--- src/rtl/rq_add_pkg.sv ---
// rtl/rq_add_pkg.sv - shared types, defaults and helpers for the Rq polynomial adder
// Purpose: default coefficient width / polynomial length, the coefficient type,
//          the beats-per-polynomial helper and the stage-1 register layout.
// Ports:   none (package).
package rq_add_pkg;

  localparam int COEF_W_DEFAULT = 13;
  localparam int N_DEFAULT      = 701;

  typedef logic [COEF_W_DEFAULT-1:0] coef_t;

  // Stage-1 register contents for the default coefficient width.
  localparam int LO_W_DEFAULT = COEF_W_DEFAULT / 2;
  localparam int HI_W_DEFAULT = COEF_W_DEFAULT - LO_W_DEFAULT;

  typedef struct packed {
    logic [LO_W_DEFAULT-1:0] lo;
    logic                    c;
    logic [HI_W_DEFAULT-1:0] a_hi;
    logic [HI_W_DEFAULT-1:0] b_hi;
    logic                    valid;
  } s1_t;

  // Number of beats needed to carry n coefficients, lanes at a time.
  function automatic int beats(input int n, input int lanes);
    return (n + lanes - 1) / lanes;
  endfunction

endpackage

--- src/rtl/rq_coef_add_stage.sv ---
// rtl/rq_coef_add_stage.sv - one lane of the 2-stage split-carry mod-2^COEF_W adder
// Purpose: stage 1 adds the low halves (plus carry-in) and registers the high
//          halves; stage 2 finishes the high half and drops the top carry.
// Ports:   clk, rst (sync active-high), en (advance both stages),
//          a, b (operands), sub (1: b is inverted and carry-in is 1),
//          sum (registered result, a +/- b mod 2^COEF_W).
module rq_coef_add_stage
  import rq_add_pkg::*;
#(
  parameter int COEF_W = COEF_W_DEFAULT
) (
  input  logic              clk,
  input  logic              rst,
  input  logic              en,
  input  logic [COEF_W-1:0] a,
  input  logic [COEF_W-1:0] b,
  input  logic              sub,
  output logic [COEF_W-1:0] sum
);

  localparam int LO_W = COEF_W / 2;
  localparam int HI_W = COEF_W - LO_W;

  logic [COEF_W-1:0] b_eff;
  logic [LO_W:0]     lo_sum;
  logic [LO_W-1:0]   lo_q;
  logic              c_q;
  logic [HI_W-1:0]   a_hi_q;
  logic [HI_W-1:0]   b_hi_q;
  logic [HI_W-1:0]   hi;

  // Two's-complement subtraction: a + ~b + 1.
  assign b_eff  = sub ? ~b : b;
  assign lo_sum = {1'b0, a[LO_W-1:0]} + {1'b0, b_eff[LO_W-1:0]} + (LO_W+1)'(sub);

  // Truncation to HI_W bits discards the carry out, giving the mod-q wrap.
  assign hi = a_hi_q + b_hi_q + HI_W'(c_q);

  always_ff @(posedge clk) begin
    if (rst) begin
      lo_q   <= '0;
      c_q    <= 1'b0;
      a_hi_q <= '0;
      b_hi_q <= '0;
      sum    <= '0;
    end else if (en) begin
      lo_q   <= lo_sum[LO_W-1:0];
      c_q    <= lo_sum[LO_W];
      a_hi_q <= a[COEF_W-1:LO_W];
      b_hi_q <= b_eff[COEF_W-1:LO_W];
      sum    <= {hi, lo_q};
    end
  end

endmodule

--- src/rtl/rq_poly_adder.sv ---
// rtl/rq_poly_adder.sv - streaming coefficient-wise adder for polynomials in Rq, q = 2^COEF_W
// Purpose: accepts LANES coefficient pairs per beat, adds them mod q in a
//          2-stage pipeline and tags the final beat of every N-coefficient
//          polynomial. Optional macro RQ_SUB_EN adds a per-beat sub input.
// Ports:   clk, rst (sync active-high),
//          in_valid/in_ready/in1/in2 (input beat, lane k at [k*COEF_W +: COEF_W]),
//          sub (RQ_SUB_EN only; 1 selects in1 - in2),
//          out_valid/out_ready/out/out_last (result beat, last-beat tag).
module rq_poly_adder
  import rq_add_pkg::*;
#(
  parameter int COEF_W = COEF_W_DEFAULT,
  parameter int N      = N_DEFAULT,
  parameter int LANES  = 1
) (
  input  logic                    clk,
  input  logic                    rst,
  input  logic                    in_valid,
  output logic                    in_ready,
  input  logic [LANES*COEF_W-1:0] in1,
  input  logic [LANES*COEF_W-1:0] in2,
`ifdef RQ_SUB_EN
  input  logic                    sub,
`endif
  output logic                    out_valid,
  input  logic                    out_ready,
  output logic [LANES*COEF_W-1:0] out,
  output logic                    out_last
);

  localparam int BEATS    = beats(N, LANES);
  localparam int CNT_W    = (BEATS > 1) ? $clog2(BEATS) : 1;
  // First lane index that lies beyond N on the final beat.
  localparam int PAD_FROM = N - (BEATS - 1) * LANES;

  logic             adv;
  logic             last_tag;
  logic             beat_sub;
  logic [CNT_W-1:0] cnt;
  logic             s1_valid;
  logic             s1_last;

  // The whole pipeline moves as one unit whenever the output slot frees up.
  assign adv      = out_ready | ~out_valid;
  assign in_ready = adv;
  assign last_tag = (cnt == CNT_W'(BEATS - 1));

`ifdef RQ_SUB_EN
  assign beat_sub = sub;
`else
  assign beat_sub = 1'b0;
`endif

  always_ff @(posedge clk) begin
    if (rst) begin
      cnt       <= '0;
      s1_valid  <= 1'b0;
      s1_last   <= 1'b0;
      out_valid <= 1'b0;
      out_last  <= 1'b0;
    end else if (adv) begin
      s1_valid  <= in_valid;
      s1_last   <= in_valid & last_tag;
      out_valid <= s1_valid;
      out_last  <= s1_last;
      if (in_valid) begin
        cnt <= last_tag ? '0 : cnt + CNT_W'(1);
      end
    end
  end

  for (genvar k = 0; k < LANES; k++) begin : g_lane
    logic              pad;
    logic [COEF_W-1:0] a;
    logic [COEF_W-1:0] b;

    // Zero operands give a zero result for both add (0+0) and sub (0+~0+1).
    assign pad = last_tag && (k >= PAD_FROM);
    assign a   = pad ? '0 : in1[k*COEF_W +: COEF_W];
    assign b   = pad ? '0 : in2[k*COEF_W +: COEF_W];

    rq_coef_add_stage #(
      .COEF_W(COEF_W)
    ) u_stage (
      .clk (clk),
      .rst (rst),
      .en  (adv),
      .a   (a),
      .b   (b),
      .sub (beat_sub),
      .sum (out[k*COEF_W +: COEF_W])
    );
  end

endmodule

--- config.mk ---
export PLATFORM = sky130hd
export DESIGN_NAME = rq_poly_adder
export DESIGN_NICKNAME = d
export VERILOG_FILES = /design/src/rtl/rq_add_pkg.sv /design/src/rtl/rq_coef_add_stage.sv /design/src/rtl/rq_poly_adder.sv
export SDC_FILE = /design/constraint.sdc
export NUM_CORES = 1
export LEC_CHECK = 0
export ABC_AREA = 1
export CAP_MARGIN = 30
export CORE_ASPECT_RATIO = 1.5
export CORE_MARGIN = 2
export CORE_UTILIZATION = 55
export DETAILED_ROUTE_END_ITERATION = 8
export PLACE_DENSITY = 0.84
export REMOVE_ABC_BUFFERS = 1
export SLEW_MARGIN = 20
export SYNTH_ARGS = -nofsm -noshare
export SYNTH_HDL_FRONTEND = slang
export SYNTH_SLANG_ARGS = --single-unit
--- constraint.sdc ---
create_clock -name clk -period 3.3 [get_ports clk]
set_input_delay 0.33 -clock clk [delete_from_list [all_inputs] [get_ports clk]]
set_output_delay 0.33 -clock clk [all_outputs]
set_load 0.03 [all_outputs]
==> flow_results.org, run 1 <==
** Worst setup path
- In this design, the critical path's most frequently occurring cell is sky130_fd_sc_hd__clkdlybuf4s50_1.
- STA classifies the critical path startpoint as a primary input.
- WP buf/inv :: 3
- STA classifies the critical path endpoint as an output pin.
- Arrival time at the worst endpoint :: 1.93 ns
- In this run the critical register-to-register path is launched from g_lane[0].u_stage.b_hi_q[0]$_SDFFE_PP0N_.
- Chain of cells forming the critical path :: clkdlybuf4s50_1 -> inv_2 -> nand2_4 -> clkdlybuf4s50_1
- Number of cells on the worst reg-to-reg path :: 9
- Slowest stage cell on the critical path :: sky130_fd_sc_hd__clkdlybuf4s50_1
- Among cell families on the critical path, the largest total delay comes from buffers and inverters.
- The largest single stage delay on the critical path is 0.75 ns.
- Across all register-to-register paths, the minimum setup slack is 1.58 ns.
- Crit-path max FO :: 45
- In this run the critical register-to-register path is captured at g_lane[0].u_stage.sum[12]$_SDFFE_PP0N_.
- Crit path kind :: in2out
- For the worst setup path, the data required time is 2.97 ns.

** Clock network
- The H-tree generated during clock tree synthesis spans 2 levels.
- Number of clock buffers inserted by TritonCTS :: 5
- CTS placed an instance of sky130_fd_sc_hd__clkbuf_8 at the clock tree root.
- CTS Sinks :: 48
- Clock slew seen by the registers of the worst setup and hold paths :: 0.08 ns
- Post-CTS Hold Fix Bufs :: 0
- In this run the deepest clock path goes through 2 buffers.
- Post-CTS timing repair inserted 0 buffers for setup.
- Count of cells resized by post-cts repair :: 0
- TritonCTS built the clock tree.
- For the worst-skew pair, the clock arrives at the later sink with an insertion delay of 0.30 ns.

** Routing
- Vias after detailed routing :: 1997
- # DRC :: 0
- The first TritonRoute pass finished after 4 iterations.
- The final layout contains routed wiring with a total length of 4560 um.
- After the first detailed-routing iteration, the DRC count stood at 47.
- Average wire per cell in the routed design :: 11.7 um
- Antenna Violating Nets Remaining :: 0
- Using the TritonRoute via totals, the vias-per-cell ratio works out to 5.15.

** Finish
- Final Net Count :: 388
- Antenna diode count :: 0
- After filler insertion, the fill cell instance count of the layout stands at 327.
- Share of post-route cells with drive strength above 1 :: 5.83%
- Leading cell types in the layout, fill and taps excluded :: sky130_fd_sc_hd__nor2_1 (64), sky130_fd_sc_hd__dfxtp_1 (48), sky130_fd_sc_hd__clkdlybuf4s50_1 (45)
- Area growth from synthesis to layout :: 23.8%
- Once layout is complete, the utilization of the core stands at 71.6%.
- Post-Layout Inst Area :: 2860 um2
- Leaving out fill and tap cells, the most frequent cell in the layout is sky130_fd_sc_hd__nor2_1.

** Timing
- Setup repair after global routing left no endpoint under its margin.
- Final-report hold violation count :: 0
- Number of failing setup endpoints in the final timing report :: 0
- After routing, the total negative slack on setup checks comes to 0 ns.
- The final number of max-transition violations is 0.
- The tightest hold path in the finished design has a slack of 0.474 ns.
- Headroom to the max-slew limit :: 41.0%
- Dividing the final minimum period by the clock period gives 68.5%.
- Tightest Pin Transition :: 0.884 ns
- Highest achievable clock rate :: 0.442 GHz
- The routed design could run at a clock period as short as 2.26 ns.
- Between clock sinks in the finished design, the worst skew comes to 0.00614 ns.

** Die
- The initialized floorplan defines 28 standard-cell rows.
- Area of the core region :: 3990 um2
- For this configuration, the core starts out at a cell density of 57.8%.
- In this run the count of I/O pins placed on the die edge is 46.
- The floorplan step set the die width to 56.9 um.
- Die ar. :: 4740 um2
- Die Ht :: 83.3 um

** Place
- Number of buffers added on ports :: 45
- Post-place instance area :: 2770 um2
- Detailed placement finished with a half-perimeter wire length of 3340 um.
- At the end of routability-driven placement, the weighted congestion stood at 0.788.

** Yosys
- Synth Area per Inst :: 7.69 um2
- The most used flip-flop cell after synthesis is sky130_fd_sc_hd__dfxtp_1.
- In the post-synthesis netlist, the biggest area contributors are sky130_fd_sc_hd__dfxtp_1 (42%), sky130_fd_sc_hd__nor2_1 (10%), sky130_fd_sc_hd__o21ai_0 (7.2%), sky130_fd_sc_hd__ha_1 (7.0%), sky130_fd_sc_hd__nand2_1 (5.2%).
- Synthesis produced 300 cells.
- Fraction of post-synthesis cell area in the top cell type by area :: 41.6%
- Number of warnings printed during yosys synthesis :: 0
- Counting flops and latches in the post-synthesis netlist gives 48.
- The synthesized design spends more area on one cell type than any other, namely sky130_fd_sc_hd__dfxtp_1.
- Yosys mapped a number of flops with a built-in enable equal to 0.
- The share of the Yosys chip area taken by registers is 41.6%.
- The synthesized netlist occupies a cell area of 2310 um2.
- The number of different library cells used by synthesis comes to 30.
- Of all flip-flops after synthesis, the portion carrying an async set or reset was 0%.

** Pwr
- Leakage power :: 1.28 nW
- IR analysis of the VDD net gives a maximum drop of 0.000398 V.
- Ratio of total power to cell area :: 442 nW/um2

** Global routing
- Global-route wire length before repair :: 7690 um
- Remaining Overflow, GRT :: 0
- Entering global routing, the biggest net connects 46 pins.
- Global routing used 20.4% of the available tracks.
- Number of global-route vias before repair :: 1861
- The initial antenna violation count was 0.

** Hold path
- Launch point of the worst hold path :: s1_valid$_SDFFE_PP0N_
- The worst hold path was traced through 2 stages.
- The path with the worst hold slack has its endpoint at s1_valid$_SDFFE_PP0N_.
- Hold/Removal Path Class :: reg2reg

** Outcome
- The run finished with clean final reports.

** Flow run
- Max-capacitance violation count :: 0
-- per-layer routing --
| metal | vias to the layer above | wire length, um | track usage, % |
|---|---|---|---|
| met5 | - | 0 | 0 |
| met4 | 0 | 85 | 8.88 |
| met3 | 6 | 151 | 4.83 |
| met2 | 30 | 2450 | 36.8 |
| met1 | 907 | 1870 | 21.8 |
| li1 | 1054 | - | - |
-- per-stage QoR --
stage               std cells  setup slack (ns)  power, mW
floorplan                 290              1.73      0.817
global placement          380              1.05      0.914
detailed placement        380              1.03      0.922
CTS                       388              1.03       1.28
global route              388             0.978       1.33
finish                    388              1.04       1.26
-- sequential cells by signal, indices dropped and copies added, names as in the netlist --
name / cells
g_lane.u_stage.sum: 13
cnt: 10
g_lane.u_stage.a_hi_q: 7
g_lane.u_stage.b_hi_q: 7
g_lane.u_stage.lo_q: 6
g_lane.u_stage.c_q: 1
out_last: 1
out_valid: 1
s1_last: 1
s1_valid: 1
-- cell usage after synthesis, types with 2 or more instances --
master,count
sky130_fd_sc_hd__clkbuf_1,2
sky130_fd_sc_hd__nand2_4,2
sky130_fd_sc_hd__inv_2,4
sky130_fd_sc_hd__inv_1,25
sky130_fd_sc_hd__nand2_1,32
sky130_fd_sc_hd__nand4_2,2
sky130_fd_sc_hd__ha_1,13
sky130_fd_sc_hd__nand3_1,15
sky130_fd_sc_hd__buf_2,7
sky130_fd_sc_hd__xor2_1,7
sky130_fd_sc_hd__dfxtp_1,48
sky130_fd_sc_hd__o21ai_0,33
sky130_fd_sc_hd__nand2_2,2
sky130_fd_sc_hd__o211ai_1,2
sky130_fd_sc_hd__fa_1,3
sky130_fd_sc_hd__o21bai_1,2
sky130_fd_sc_hd__a21oi_1,23
sky130_fd_sc_hd__o21ai_1,3
sky130_fd_sc_hd__nor2_1,64
-- worst min-delay path, stage by stage, from the launching register on --
cell,delay [ns]
sky130_fd_sc_hd__dfxtp_1,0.32
sky130_fd_sc_hd__nand2_1,0.06
sky130_fd_sc_hd__a21oi_1,0.05
-- cell type report --
| class | instances | area, um2 | share of cell area, % |
|---|---|---|---|
| inverter | 29 | 109 | 3.81 |
| clock buffer | 8 | 90.1 | 3.15 |
| timing repair buffer | 45 | 450 | 15.8 |
| multi-input combinational | 213 | 1190 | 41.7 |
| tap | 45 | 56.3 | 1.97 |
| sequential | 48 | 961 | 33.6 |
-- cell families (layout without fill, tap and decap cells) --
logic type,count (synthesis),in the layout,synth area share [%]
compound gates,67,67,15.8
fa+ha+maj,16,16,9.65
buf+inv,39,82,6.77
xor+xnor,8,8,3.04
flops,48,48,41.6
simple gates,122,122,23.1
-- power by group --
group	leakage [nW]	switching [mW]	internal [mW]	total, mW
registers	0.396	0.0236	0.622	0.645
clock network	0.0455	0.185	0.171	0.356
logic	0.834	0.141	0.121	0.261
-- worst max-delay path by stage --
stage,start,to,slack [ns],cells past startpoint
global route,out_ready,in_ready,0.98,4
finish,out_ready,in_ready,1.04,4
floorplan,out_valid$_SDFFE_PP0N_,g_lane[0].u_stage.a_hi_q[1]$_SDFFE_PP0N_,1.73,4
CTS,out_ready,in_ready,1.03,4
global placement,out_ready,in_ready,1.05,4
detailed placement,out_ready,in_ready,1.03,4
Note: power is estimated with default switching activity, not from simulation.
==> run 2, diff against run 1 <==
--- a/config.mk
+++ b/config.mk
@@ -9,9 +9,9 @@
 export CAP_MARGIN = 30
 export CORE_ASPECT_RATIO = 1.5
 export CORE_MARGIN = 2
-export CORE_UTILIZATION = 55
+export CORE_UTILIZATION = 51
 export DETAILED_ROUTE_END_ITERATION = 8
-export PLACE_DENSITY = 0.84
+export PLACE_DENSITY = 0.79
 export REMOVE_ABC_BUFFERS = 1
 export SLEW_MARGIN = 20
 export SYNTH_ARGS = -nofsm -noshare
==> constraint.sdc (replaced) <==
create_clock -name clk -period 2.3 [get_ports clk]
set_input_delay 0.23 -clock clk [delete_from_list [all_inputs] [get_ports clk]]
set_output_delay 0.23 -clock clk [all_outputs]
set_load 0.03 [all_outputs]
==> flow_results.org, run 2 (synthesis gave the netlist of run 1 again) <==
** Global routing
- Maximum number of pins on one net before global-route repair :: 32
- The initial antenna violation count was 0.
- The first global-routing pass estimated 8320 um of wire.
- The via count of the first global-routing pass came to 2003.
- GR Util All Layers :: 21.0%
- Remaining Overflow, GRT :: 0

** Clock network
- After clock tree synthesis, the flow added hold-fix buffers numbering 0.
- Counting the buffers created by CTS gives 5.
- CTS Sinks :: 48
- Max Buffers Root-to-Sink :: 2
- Buffer cell driving the clock tree root :: sky130_fd_sc_hd__clkbuf_8
- TritonCTS built the clock tree.
- Clk Latency, worst-skew pair :: 0.30 ns
- Once the clock tree was built, the setup fixing pass inserted 0 buffers.
- After clock tree synthesis, the repair step resized 0 gates.
- Clock-pin slew was measured on the worst setup and hold paths at 0.08 ns.
- The clock tree synthesis step divided the H-tree into 2 levels.

** Pwr
- In this run the static leakage power is 1.28 nW.
- Highest ir drop seen on vdd :: 0.000355 V
- Ratio of total power to cell area :: 612 nW/um2
- Power comes to 1.75 mW.

** Worst setup path
- Arrival time at the worst endpoint :: 1.55 ns
- Chain of cells forming the critical path :: clkdlybuf4s50_1 -> inv_2 -> nand2_4 -> clkdlybuf4s50_1
- Worst reg2reg endpoint :: g_lane[0].u_stage.sum[12]$_SDFFE_PP0N_
- Startpoint of the worst-slack reg-to-reg timing path :: g_lane[0].u_stage.b_hi_q[0]$_SDFFE_PP0N_
- Most repeated library cell on the critical path :: sky130_fd_sc_hd__clkdlybuf4s50_1
- Number of cells on the worst reg-to-reg path :: 9
- In this run the worst path has a maximum fanout of 3.
- The slowest stage of the critical path is the sky130_fd_sc_hd__clkdlybuf4s50_1 cell.
- WP buf/inv :: 3
- CP top delay family :: buffers and inverters
- In this design, the stage delay of the slowest critical-path cell is 0.68 ns.
- Startpoint type of the worst setup path :: primary input
- Type of element capturing the critical path :: output pin
- For the worst setup path, the data required time is 2.07 ns.
- R2r setup slk :: 0.58 ns
- In this run the worst setup path begins at out_ready.
- The critical path is of the in2out type.

** Hold path
- The path with the worst hold slack has its endpoint at g_lane[0].u_stage.sum[5]$_SDFFE_PP0N_.
- Counting instances, the worst hold path has a depth of 2.
- The worst hold path begins at g_lane[0].u_stage.lo_q[5]$_SDFFE_PP0N_.
- The path class of the tightest hold or removal check is reg2reg.

** Routing
- # DRC :: 2
- Using the TritonRoute via totals, the vias-per-cell ratio works out to 5.26.
- Vias after detailed routing :: 2055
- The first routing iteration left 63 violations.
- Antenna Violating Nets Remaining :: 0
- The final layout contains routed wiring with a total length of 4890 um.
- The pre-antenna-repair detailed-routing pass consisted of 8 iterations.
- In the final routed layout, each cell accounts on average for 12.5 um.

** Place
- Routability-driven placement congestion ratio :: 0.834
- Placed Cells :: 386
- Summed over all nets, the half-perimeter wirelength after detailed placement is 3640 um.
- Number of buffers added on ports :: 45

** Outcome
- Run status :: finished with violations
- Violations in the final reports :: design-rule violations

** Timing
- Final-report hold violation count :: 0
- Final hold slack :: 0.482 ns
- Setup repair after global routing missed its margin :: false
- Highest achievable clock rate :: 0.562 GHz
- Measured against its own limit, the worst slew margin works out to 66.5%.
- Final sum of negative setup slack :: 0 ns
- Final worst-path cycle share :: 77.4%
- Count of pins over their slew limit :: 0
- For the final database, setup skew stands at 0.00700 ns.
- Counting I/O delays and the setup requirement, the final critical path takes 1.78 ns.
- Setup violations remaining at the end of the flow were counted as 0.
- At the pin with the least slew margin, the transition time is 0.502 ns.

** Die
- The die covers 5090 um2.
- In this run the vertical extent of the chip is 86.4 um.
- Row Count :: 30
- After floorplanning, the core was sized to cover 4430 um2.
- Die width :: 58.9 um
- Number of top-level design ports :: 46
- For this configuration, the core starts out at a cell density of 52.1%.

** Finish
- The register with the most flip-flops in the final layout is g_lane.u_stage.sum.
- Fillcell total :: 388
- Leading cell types in the layout, fill and taps excluded :: sky130_fd_sc_hd__nor2_1 (64), sky130_fd_sc_hd__dfxtp_1 (48), sky130_fd_sc_hd__clkdlybuf4s50_1 (45)
- The number of antenna diodes in the final layout is 0.
- The final layout contains 391 nets.
- Max FFs per register :: 13
- Share of post-route cells with drive strength above 1 :: 6.41%
- Area growth from synthesis to layout :: 24.0%
- The largest registers in the layout are g_lane.u_stage.sum (13), cnt (10).
- Leaving out fill and tap cells, the most frequent cell in the layout is sky130_fd_sc_hd__nor2_1.
- For this run, the number of standard cells in the final layout without fillers is 391.
- Fraction of the core area covered by cells at the end of the flow :: 64.6%

** Flow run
- Max-capacitance violation count :: 0
[run 2: how the worst max path moves through the flow]
stage / end / slack, ns / cells after the start
finish: in_ready / 0.52 / 4
global route: g_lane[0].u_stage.sum[12]$_SDFFE_PP0N_ / 0.44 / 9
CTS: in_ready / 0.51 / 4
detailed placement: g_lane[0].u_stage.lo_q[4]$_SDFFE_PP0N_ / 0.38 / 8
global placement: g_lane[0].u_stage.lo_q[4]$_SDFFE_PP0N_ / 0.42 / 8
floorplan: g_lane[0].u_stage.a_hi_q[1]$_SDFFE_PP0N_ / 0.73 / 4
[run 2: cell type report]
class / count / area [um2] / share of cell area [%]
Multi-Input combinational cell: 213 / 1190 / 41.6
Sequential cell: 48 / 961 / 33.6
Timing Repair Buffer: 48 / 473 / 16.5
Inverter: 29 / 109 / 3.80
Clock buffer: 5 / 68.8 / 2.40
Tap cell: 48 / 60.1 / 2.10
[run 2: metrics by stage]
stage / cell area (um2) / worst slack (ns)
final: 2860 / 0.520
after CTS: 2860 / 0.506
after floorplan: 2260 / 0.728
after detailed placement: 2790 / 0.384
after global routing: 2860 / 0.436
after global placement: 2790 / 0.423
[run 2: worst reg2reg max path, stage by stage, from the launching register on]
cell                      delay, ns
sky130_fd_sc_hd__dfxtp_1       0.36
sky130_fd_sc_hd__fa_1          0.22
sky130_fd_sc_hd__inv_1         0.06
sky130_fd_sc_hd__fa_1          0.41
sky130_fd_sc_hd__o21ai_1       0.23
sky130_fd_sc_hd__nand2_1       0.10
sky130_fd_sc_hd__nand3_1       0.08
sky130_fd_sc_hd__nand3_1       0.07
sky130_fd_sc_hd__nand2_1       0.06
sky130_fd_sc_hd__inv_1         0.03
[run 2: report_power, final]
| part | switching [mW] | internal (mW) |
|---|---|---|
| Sequential | 0.0357 | 0.892 |
| Combinational | 0.205 | 0.175 |
| Clock | 0.248 | 0.196 |
[run 2: layer usage]
metal	GRT usage (%)	wire, um	vias to the layer above
li1	-	-	1065
met1	21.3	1940	937
met2	39.8	2660	40
met3	4.78	170	13
met4	8.47	120	0
met5	0	0	-
